## src/rtl/fluxo_dados_param_pkg.sv

```systemverilog
// Shared definitions for the memory-game datapath.
// Holds the default sizes used by the datapath, the controller and the top level,
// plus a small helper that classifies a play as exactly one-hot.
package fluxo_dados_param_pkg;

    localparam int NBOT_DEF    = 4;     // number of buttons / data width
    localparam int ADDR_W_DEF  = 4;     // sequence depth = 2**ADDR_W_DEF
    localparam int TIMEOUT_DEF = 4000;  // cycles allowed per play

    // The argument is zero-extended by the caller. This works for up to 32 buttons.
    function automatic logic is_one_hot(input logic [31:0] v);
        int unsigned n;
        n = 0;
        for (int i = 0; i < 32; i++) begin
            n = n + {31'd0, v[i]};
        end
        return (n == 1);
    endfunction

endpackage

```

## src/rtl/fluxo_dados_param_if.sv

```systemverilog
// Bundle between the game controller (master) and the datapath (slave).
//  master drives: zeraE/contaE, zeraL/contaL, zeraR/registraR, zeraT/contaT,
//                 escreveM, botoes
//  slave drives:  comparator flags, jogada_feita, timeout and debug buses
// All signals are plain levels sampled on the rising clock edge. There is no
// valid/ready handshake. Each control is a single-cycle command and is honoured
// in every cycle in which it is high.
interface fluxo_dados_param_if #(
    parameter int NBOT   = 4,
    parameter int ADDR_W = 4
);
    logic              zeraE, contaE;
    logic              zeraL, contaL;
    logic              zeraR, registraR;
    logic              zeraT, contaT;
    logic              escreveM;
    logic [NBOT-1:0]   botoes;

    logic              jogadaIgualMemoria;
    logic              jogada_valida;
    logic              fimE, fimL;
    logic              enderecoIgualLimite;
    logic              enderecoMenorLimite;
    logic              jogada_feita;
    logic              timeout;
    logic              db_tem_jogada;
    logic [ADDR_W-1:0] db_contagem, db_limite;
    logic [NBOT-1:0]   db_memoria, db_jogada;

    modport master (
        output zeraE, contaE, zeraL, contaL, zeraR, registraR, zeraT, contaT,
               escreveM, botoes,
        input  jogadaIgualMemoria, jogada_valida, fimE, fimL, enderecoIgualLimite,
               enderecoMenorLimite, jogada_feita, timeout, db_tem_jogada,
               db_contagem, db_limite, db_memoria, db_jogada
    );

    modport slave (
        input  zeraE, contaE, zeraL, contaL, zeraR, registraR, zeraT, contaT,
               escreveM, botoes,
        output jogadaIgualMemoria, jogada_valida, fimE, fimL, enderecoIgualLimite,
               enderecoMenorLimite, jogada_feita, timeout, db_tem_jogada,
               db_contagem, db_limite, db_memoria, db_jogada
    );
endinterface

```

## src/rtl/fluxo_dados_param_ram.sv

```systemverilog
// Synchronous sequence RAM, 2**AW words of W bits, with a registered read port.
//  clk_i    clock
//  rst_i    async active-high reset. It clears the read register only. The array keeps its contents.
//  we_i     write RAM[addr_i] <= wdata_i
//  addr_i   read/write address
//  wdata_i  write data
//  rdata_o  registered read data, write-first on a write cycle
module fluxo_dados_param_ram #(
    parameter int W  = 4,
    parameter int AW = 4
) (
    input  logic          clk_i,
    input  logic          rst_i,
    input  logic          we_i,
    input  logic [AW-1:0] addr_i,
    input  logic [W-1:0]  wdata_i,
    output logic [W-1:0]  rdata_o
);
    logic [W-1:0] mem_q [2**AW];
    logic [W-1:0] rdata_q, rdata_d;

    // The array has no reset, so it can map onto block/distributed RAM.
    always_ff @(posedge clk_i) begin
        if (we_i) begin
            mem_q[addr_i] <= wdata_i;
        end
    end

    // On a write, forward the new word so the next cycle already shows it.
    always_comb begin
        rdata_d = we_i ? wdata_i : mem_q[addr_i];
    end

    always_ff @(posedge clk_i or posedge rst_i) begin
        if (rst_i) rdata_q <= '0;
        else       rdata_q <= rdata_d;
    end

    assign rdata_o = rdata_q;
endmodule

```

## src/rtl/fluxo_dados_param.sv

```systemverilog
// Parametrised datapath for the memory-sequence game.
// Contents: address (E) and limit (L) counters, the play register (R), the sequence
// RAM, the comparators, an edge detector on "any button" and a saturating timeout
// counter (T).
//  clock  rising-edge clock
//  reset  async active-high. It clears every register except the RAM array.
//  bus    fluxo_dados_param_if.slave. It carries the controller commands, the raw
//         buttons, the status flags and the debug values.
// The RAM array has no reset and holds undefined data until the controller writes it
// through escreveM.
module fluxo_dados_param
    import fluxo_dados_param_pkg::*;
#(
    parameter int NBOT    = NBOT_DEF,
    parameter int ADDR_W  = ADDR_W_DEF,
    parameter int TIMEOUT = TIMEOUT_DEF
) (
    input  logic              clock,
    input  logic              reset,
    fluxo_dados_param_if.slave bus
);
    localparam int                TW       = $clog2(TIMEOUT);
    localparam logic [TW-1:0]     T_MAX    = TW'(TIMEOUT - 1);
    localparam logic [ADDR_W-1:0] ADDR_MAX = '1;

    logic [ADDR_W-1:0] endereco_q, endereco_d;
    logic [ADDR_W-1:0] limite_q, limite_d;
    logic [NBOT-1:0]   jogada_q, jogada_d;
    logic [TW-1:0]     tempo_q, tempo_d;
    logic              prev_q, prev_d;
    logic              tem_jogada;
    logic [NBOT-1:0]   memoria_out;

    assign tem_jogada = |bus.botoes;

    always_comb begin
        endereco_d = endereco_q;
        if (bus.zeraE)       endereco_d = '0;
        else if (bus.contaE) endereco_d = endereco_q + ADDR_W'(1);  // wraps at DEPTH-1

        limite_d = limite_q;
        if (bus.zeraL)       limite_d = '0;
        else if (bus.contaL) limite_d = limite_q + ADDR_W'(1);

        jogada_d = jogada_q;
        if (bus.zeraR)          jogada_d = '0;
        else if (bus.registraR) jogada_d = bus.botoes;

        // Dropping contaT also restarts the count, so each play window is measured
        // from the cycle in which counting resumes.
        tempo_d = tempo_q;
        if (bus.zeraT || !bus.contaT) tempo_d = '0;
        else if (tempo_q != T_MAX)    tempo_d = tempo_q + TW'(1);

        prev_d = tem_jogada;
    end

    always_ff @(posedge clock or posedge reset) begin
        if (reset) begin
            endereco_q <= '0;
            limite_q   <= '0;
            jogada_q   <= '0;
            tempo_q    <= '0;
            prev_q     <= 1'b0;
        end else begin
            endereco_q <= endereco_d;
            limite_q   <= limite_d;
            jogada_q   <= jogada_d;
            tempo_q    <= tempo_d;
            prev_q     <= prev_d;
        end
    end

    // The write uses the registered address, so escreveM together with zeraE
    // targets the address held before the clear.
    fluxo_dados_param_ram #(
        .W  (NBOT),
        .AW (ADDR_W)
    ) u_ram (
        .clk_i   (clock),
        .rst_i   (reset),
        .we_i    (bus.escreveM),
        .addr_i  (endereco_q),
        .wdata_i (jogada_q),
        .rdata_o (memoria_out)
    );

    assign bus.jogadaIgualMemoria  = (memoria_out == jogada_q);
    assign bus.jogada_valida       = is_one_hot(32'(jogada_q));
    assign bus.fimE                = (endereco_q == ADDR_MAX);
    assign bus.fimL                = (limite_q == ADDR_MAX);
    assign bus.enderecoIgualLimite = (endereco_q == limite_q);
    assign bus.enderecoMenorLimite = (endereco_q < limite_q);
    // A second button pressed while the first is still held keeps tem_jogada high,
    // so it produces no further pulse.
    assign bus.jogada_feita        = tem_jogada & ~prev_q;
    assign bus.timeout             = (tempo_q == T_MAX);
    assign bus.db_tem_jogada       = tem_jogada;
    assign bus.db_contagem         = endereco_q;
    assign bus.db_limite           = limite_q;
    assign bus.db_memoria          = memoria_out;
    assign bus.db_jogada           = jogada_q;
endmodule
```

## src/flat_wrapper.sv

```systemverilog
// flat-port wrapper written by rule: the top's interface ports become plain ports
module fluxo_dados_param_flat import fluxo_dados_param_pkg::*;
#(
    parameter int NBOT    = NBOT_DEF,
    parameter int ADDR_W  = ADDR_W_DEF,
    parameter int TIMEOUT = TIMEOUT_DEF
)
  (clock, reset, bus_zeraE, bus_contaE, bus_zeraL, bus_contaL, bus_zeraR, bus_registraR, bus_zeraT, bus_contaT, bus_escreveM, bus_botoes, bus_jogadaIgualMemoria, bus_jogada_valida, bus_fimE, bus_fimL, bus_enderecoIgualLimite, bus_enderecoMenorLimite, bus_jogada_feita, bus_timeout, bus_db_tem_jogada, bus_db_contagem, bus_db_limite, bus_db_memoria, bus_db_jogada);
  fluxo_dados_param_if #(.NBOT(NBOT), .ADDR_W(ADDR_W)) bus_i ();
  input  logic clock;
  input  logic reset;
  input wire logic [$bits(bus_i.zeraE)-1:0] bus_zeraE;
  input wire logic [$bits(bus_i.contaE)-1:0] bus_contaE;
  input wire logic [$bits(bus_i.zeraL)-1:0] bus_zeraL;
  input wire logic [$bits(bus_i.contaL)-1:0] bus_contaL;
  input wire logic [$bits(bus_i.zeraR)-1:0] bus_zeraR;
  input wire logic [$bits(bus_i.registraR)-1:0] bus_registraR;
  input wire logic [$bits(bus_i.zeraT)-1:0] bus_zeraT;
  input wire logic [$bits(bus_i.contaT)-1:0] bus_contaT;
  input wire logic [$bits(bus_i.escreveM)-1:0] bus_escreveM;
  input wire logic [$bits(bus_i.botoes)-1:0] bus_botoes;
  output wire logic [$bits(bus_i.jogadaIgualMemoria)-1:0] bus_jogadaIgualMemoria;
  output wire logic [$bits(bus_i.jogada_valida)-1:0] bus_jogada_valida;
  output wire logic [$bits(bus_i.fimE)-1:0] bus_fimE;
  output wire logic [$bits(bus_i.fimL)-1:0] bus_fimL;
  output wire logic [$bits(bus_i.enderecoIgualLimite)-1:0] bus_enderecoIgualLimite;
  output wire logic [$bits(bus_i.enderecoMenorLimite)-1:0] bus_enderecoMenorLimite;
  output wire logic [$bits(bus_i.jogada_feita)-1:0] bus_jogada_feita;
  output wire logic [$bits(bus_i.timeout)-1:0] bus_timeout;
  output wire logic [$bits(bus_i.db_tem_jogada)-1:0] bus_db_tem_jogada;
  output wire logic [$bits(bus_i.db_contagem)-1:0] bus_db_contagem;
  output wire logic [$bits(bus_i.db_limite)-1:0] bus_db_limite;
  output wire logic [$bits(bus_i.db_memoria)-1:0] bus_db_memoria;
  output wire logic [$bits(bus_i.db_jogada)-1:0] bus_db_jogada;
  assign bus_i.zeraE = bus_zeraE;
  assign bus_i.contaE = bus_contaE;
  assign bus_i.zeraL = bus_zeraL;
  assign bus_i.contaL = bus_contaL;
  assign bus_i.zeraR = bus_zeraR;
  assign bus_i.registraR = bus_registraR;
  assign bus_i.zeraT = bus_zeraT;
  assign bus_i.contaT = bus_contaT;
  assign bus_i.escreveM = bus_escreveM;
  assign bus_i.botoes = bus_botoes;
  assign bus_jogadaIgualMemoria = bus_i.jogadaIgualMemoria;
  assign bus_jogada_valida = bus_i.jogada_valida;
  assign bus_fimE = bus_i.fimE;
  assign bus_fimL = bus_i.fimL;
  assign bus_enderecoIgualLimite = bus_i.enderecoIgualLimite;
  assign bus_enderecoMenorLimite = bus_i.enderecoMenorLimite;
  assign bus_jogada_feita = bus_i.jogada_feita;
  assign bus_timeout = bus_i.timeout;
  assign bus_db_tem_jogada = bus_i.db_tem_jogada;
  assign bus_db_contagem = bus_i.db_contagem;
  assign bus_db_limite = bus_i.db_limite;
  assign bus_db_memoria = bus_i.db_memoria;
  assign bus_db_jogada = bus_i.db_jogada;
  fluxo_dados_param #(.NBOT(NBOT), .ADDR_W(ADDR_W), .TIMEOUT(TIMEOUT)) u_core (.clock(clock), .reset(reset), .bus(bus_i));
endmodule
```

## config.mk

```make
export PLATFORM = sky130hd
export DESIGN_NAME = fluxo_dados_param_flat
export DESIGN_NICKNAME = d
export VERILOG_FILES = /design/src/rtl/fluxo_dados_param_pkg.sv /design/src/rtl/fluxo_dados_param_if.sv /design/src/rtl/fluxo_dados_param_ram.sv /design/src/rtl/fluxo_dados_param.sv /design/src/flat_wrapper.sv
export SDC_FILE = /design/constraint.sdc
export NUM_CORES = 1
export LEC_CHECK = 0
export CAP_MARGIN = 40
export CORE_MARGIN = 10
export CORE_UTILIZATION = 57
export DETAILED_ROUTE_END_ITERATION = 12
export PLACE_DENSITY = 0.8
export SYNTH_ARGS = -nofsm -noshare
export SYNTH_HDL_FRONTEND = slang
export SYNTH_HIERARCHICAL = 1
export SYNTH_SLANG_ARGS = --single-unit
```

## constraint.sdc

```tcl
create_clock -name clock -period 2.51 [get_ports clock]
set_clock_uncertainty 0.05 [all_clocks]
set_input_delay 0.251 -clock clock [delete_from_list [all_inputs] [get_ports clock]]
set_output_delay 0.251 -clock clock [all_outputs]
set_load 0.05 [all_outputs]
```

==> key figures <==
Worst setup path
  – Setup CP Type: reg -> out
  – Worst Setup Start Kind: flop
  – Worst Path Arrival: 2.12 ns
  – Worst R2R Setup Slack: 0.39 ns
  – Worst r2r src: u_core/bus.db_contagem[2]
  – Worst path most repeated cell: inv_1
  – Reg2reg path depth: 2
  – CP delay by family, top: adder cells
  – CP endpoint: bus_jogada_valida
  – CP max stage cell: fa_1
  – RR Endpoint: u_core/u_ram/mem_q[0][0]
  – Levels on crit path: 7
  – CP bufs+invs: 3
  – Worst Path Max Fanout: 2
  – CP Launch Point: u_core/bus.db_jogada[0]
  – CP cell instances: inv_1 > fa_1 > inv_1 > ha_2 > ha_4 > nor3b_4 > buf_12
  – Crit. End Element: primary output
  – Crit path required time: 2.21 ns
  – Crit-path max cell delay: 0.53 ns

Global route
  – First-pass GRT wire length: 13200 um
  – GRT overflow: 0
  – Vias in the first global route: 2621
  – Largest net degree at the start of global routing: 26
  – Global Route Usage Sum: 14.9%
  – Initial antenna violation count: 0

Clock network
  – Clock Latency Late Sink: 0.36 ns
  – H-tree lvl count: 3
  – Sink Count: 93
  – Root Driver: clkbuf_8
  – CTS Buf Count: 9
  – Setup Fix Bufs, Post-CTS: 0
  – CTS tree: done
  – # hold bufs at CTS: 0
  – Worst-path clk slew: 0.08 ns
  – Max clock buf depth: 2

Yosys
  – Dominant synthesized flop cell: edfxtp_1
  – Async SR Flop Fraction: 31.2%
  – Post-synthesis sequential area ratio: 64.3%
  – Syn. warnings: 6
  – Post-synth EDFFs: 64
  – Mapped Avg Cell Area: 13.8 um2
  – Syn_nets: 324
  – Synth cell types: 41
  – Yosys reg bits: 93
  – Cell count after synthesis: 299
  – Syn Std Cell Area: 0.00412 mm2

Timing
  – Slew headroom: 57.2%
  – Max Slew Vio Count: 0
  – Final Hold Viols: 0
  – Final setup TNS: 0 ns
  – FMAX: 414 MHz
  – Min cycle time layout: 2.42 ns
  – Slew @ Worst Pin: 0.637 ns
  – Unrepaired setup endpoints after global routing: false
  – Period utilization: 96.3%
  – Setup violators final: 0
  – Hold Slack: 0.0453 ns

Floorplanning
  – Die span in y: 105 um
  – Die Span X: 105 um
  – I/O Pins: 40
  – Die area: 0.0110 mm2
  – Number of cell rows: 30
  – Initial Util: 59.6%
  – Core ar.: 0.00691 mm2

Layout
  – Layout cell share with drive strength beyond 1: 15.2%
  – Register area: 0.00265 mm2
  – Area Overhead vs Synth: 20.0%
  – Nets@finish: 375
  – N_diodes: 0
  – Fin cells: 451
  – Fillcell total: 498
  – Design Area, Final: 0.00494 mm2
  – Area of the multi-input gates: 0.00140 mm2

Placement
  – Area after DPL: 0.00471 mm2
  – Port Buffers: 39
  – Placer Congestion: 0.800
  – Final HPWL DP: 5730 um
  – Post-placement cell count: 435

Detailed routing
  – DRC Markers: 0
  – Router iterations before antenna repair: 4
  – Post-DRT Antenna Nets: 0
  – Mean routed wirelength per cell: 18.0 um
  – Via/cell ratio: 5.73
  – Initial DRC Count: 104
  – Routed WL: 8130 um
  – Detailed-route via count: 2582

Status
  – Outcome: finished, final reports clean

Power
  – Cell area power density: 659 mW/mm2
  – Maximum VDD drop: 0.399 mV
  – Leak: 1.85 nW

Job
  – Max cap viols: 0

Hold path
  – Hold Crit Class: in -> async
-- cell usage after synthesis, types with 5 or more instances --
master	count	area (um2)
a211oi_1	5	37.5
buf_2	6	30.0
dfrtp_1	29	726
edfxtp_1	64	1920
ha_1	9	113
inv_1	11	41.3
mux2i_1	23	230
nand2_1	7	26.3
nand3b_1	5	37.5
nand4_1	5	31.3
nor2_1	33	124
nor2b_1	10	62.6
nor3_1	10	50.1
o22ai_1	12	75.1
or3_1	5	31.3
xor2_1	12	105
-- per-stage QoR --
step	utilization (%)	power (mW)	worst slack, ns
after floorplan	-	2.03	-0.306
after global placement	68.2	2.20	0.257
after detailed placement	68.2	2.22	0.242
after CTS	71.5	3.29	0.0577
after global routing	71.5	3.37	0.0104
final	71.5	3.26	0.0932
-- how the worst min path moves through the flow --
stage | from | endpoint | slack (ns)
6_report | reset | u_core/u_ram/rdata_o[0] | 0.05
5_1_grt | reset | u_core/u_ram/rdata_o[0] | 0.04
4_1_cts | reset | u_core/u_ram/rdata_o[0] | 0.03
3_5_place_dp | reset | u_core/u_ram/rdata_o[2] | 0.42
3_3_place_gp | reset | u_core/u_ram/rdata_o[2] | 0.43
2_1_floorplan | reset | u_core/u_ram/rdata_o[0] | -0.03
-- where the power goes --
group	switching [mW]	internal [mW]
combinational	0.277	0.196
sequential	0.0297	1.68
clock	0.483	0.592
-- cell type report --
| class | instances | area share (%) |
|---|---|---|
| Multi-Input combinational cell | 183 | 28.3 |
| Timing Repair Buffer | 51 | 10.3 |
| Clock inverter | 3 | 1.39 |
| Tap cell | 96 | 2.43 |
| Sequential cell | 93 | 53.6 |
| Inverter | 12 | 0.912 |
| Clock buffer | 13 | 3.01 |
-- repair_timing --
action / 4_1_cts / 5_1_grt
resized for setup: 1 / 1
pin swaps: 1 / 1
endpoints found under the setup margin: 1 / 1
hold endpoints to repair: 0 / 0
-- placed cells by master (no fill, tap or decap), types with 7 or more instances in the layout --
cell              n
buf_4            17
nor3_1           10
ha_1              7
nand2_1           7
dfrtp_1          28
clkdlybuf4s50_1  30
inv_1            11
clkbuf_8         10
edfxtp_1         64
nor2_1           33
mux2i_1          23
o22ai_1          12
xor2_1           12
nor2b_1          10
-- logic make-up (layout without fill, tap and decap cells) --
family / after synthesis / in the layout / share of synthesized area (%)
multiplexers: 31 / 31 / 9.06
XOR/XNOR: 16 / 16 / 3.40
flip-flops: 93 / 93 / 64.3
AND/OR/NAND/NOR: 97 / 97 / 13.0
adder cells (fa/ha/maj): 10 / 10 / 3.22
buffers and inverters: 23 / 79 / 2.46
AO/OA/AOI/OAI: 29 / 29 / 4.53
-- state kept, by name, indices dropped and copies added (netlist names) --
| signal | cells |
|---|---|
| u_core/u_ram/mem_q | 64 |
| u_core/tempo_q | 12 |
| u_core/bus.db_contagem | 4 |
| u_core/bus.db_jogada | 4 |
| u_core/bus.db_limite | 4 |
| u_core/u_ram/rdata_o | 4 |
| u_core/prev_q | 1 |
-- metal layers --
layer	vias to the layer above	routed length [um]	GRT usage, %
met2	78	3910	24.0
met3	13	368	3.93
met1	1279	3680	18.4
li1	1212	-	-
met4	0	162	6.86
met5	-	0	0
Power figures use the tool's default switching activity.
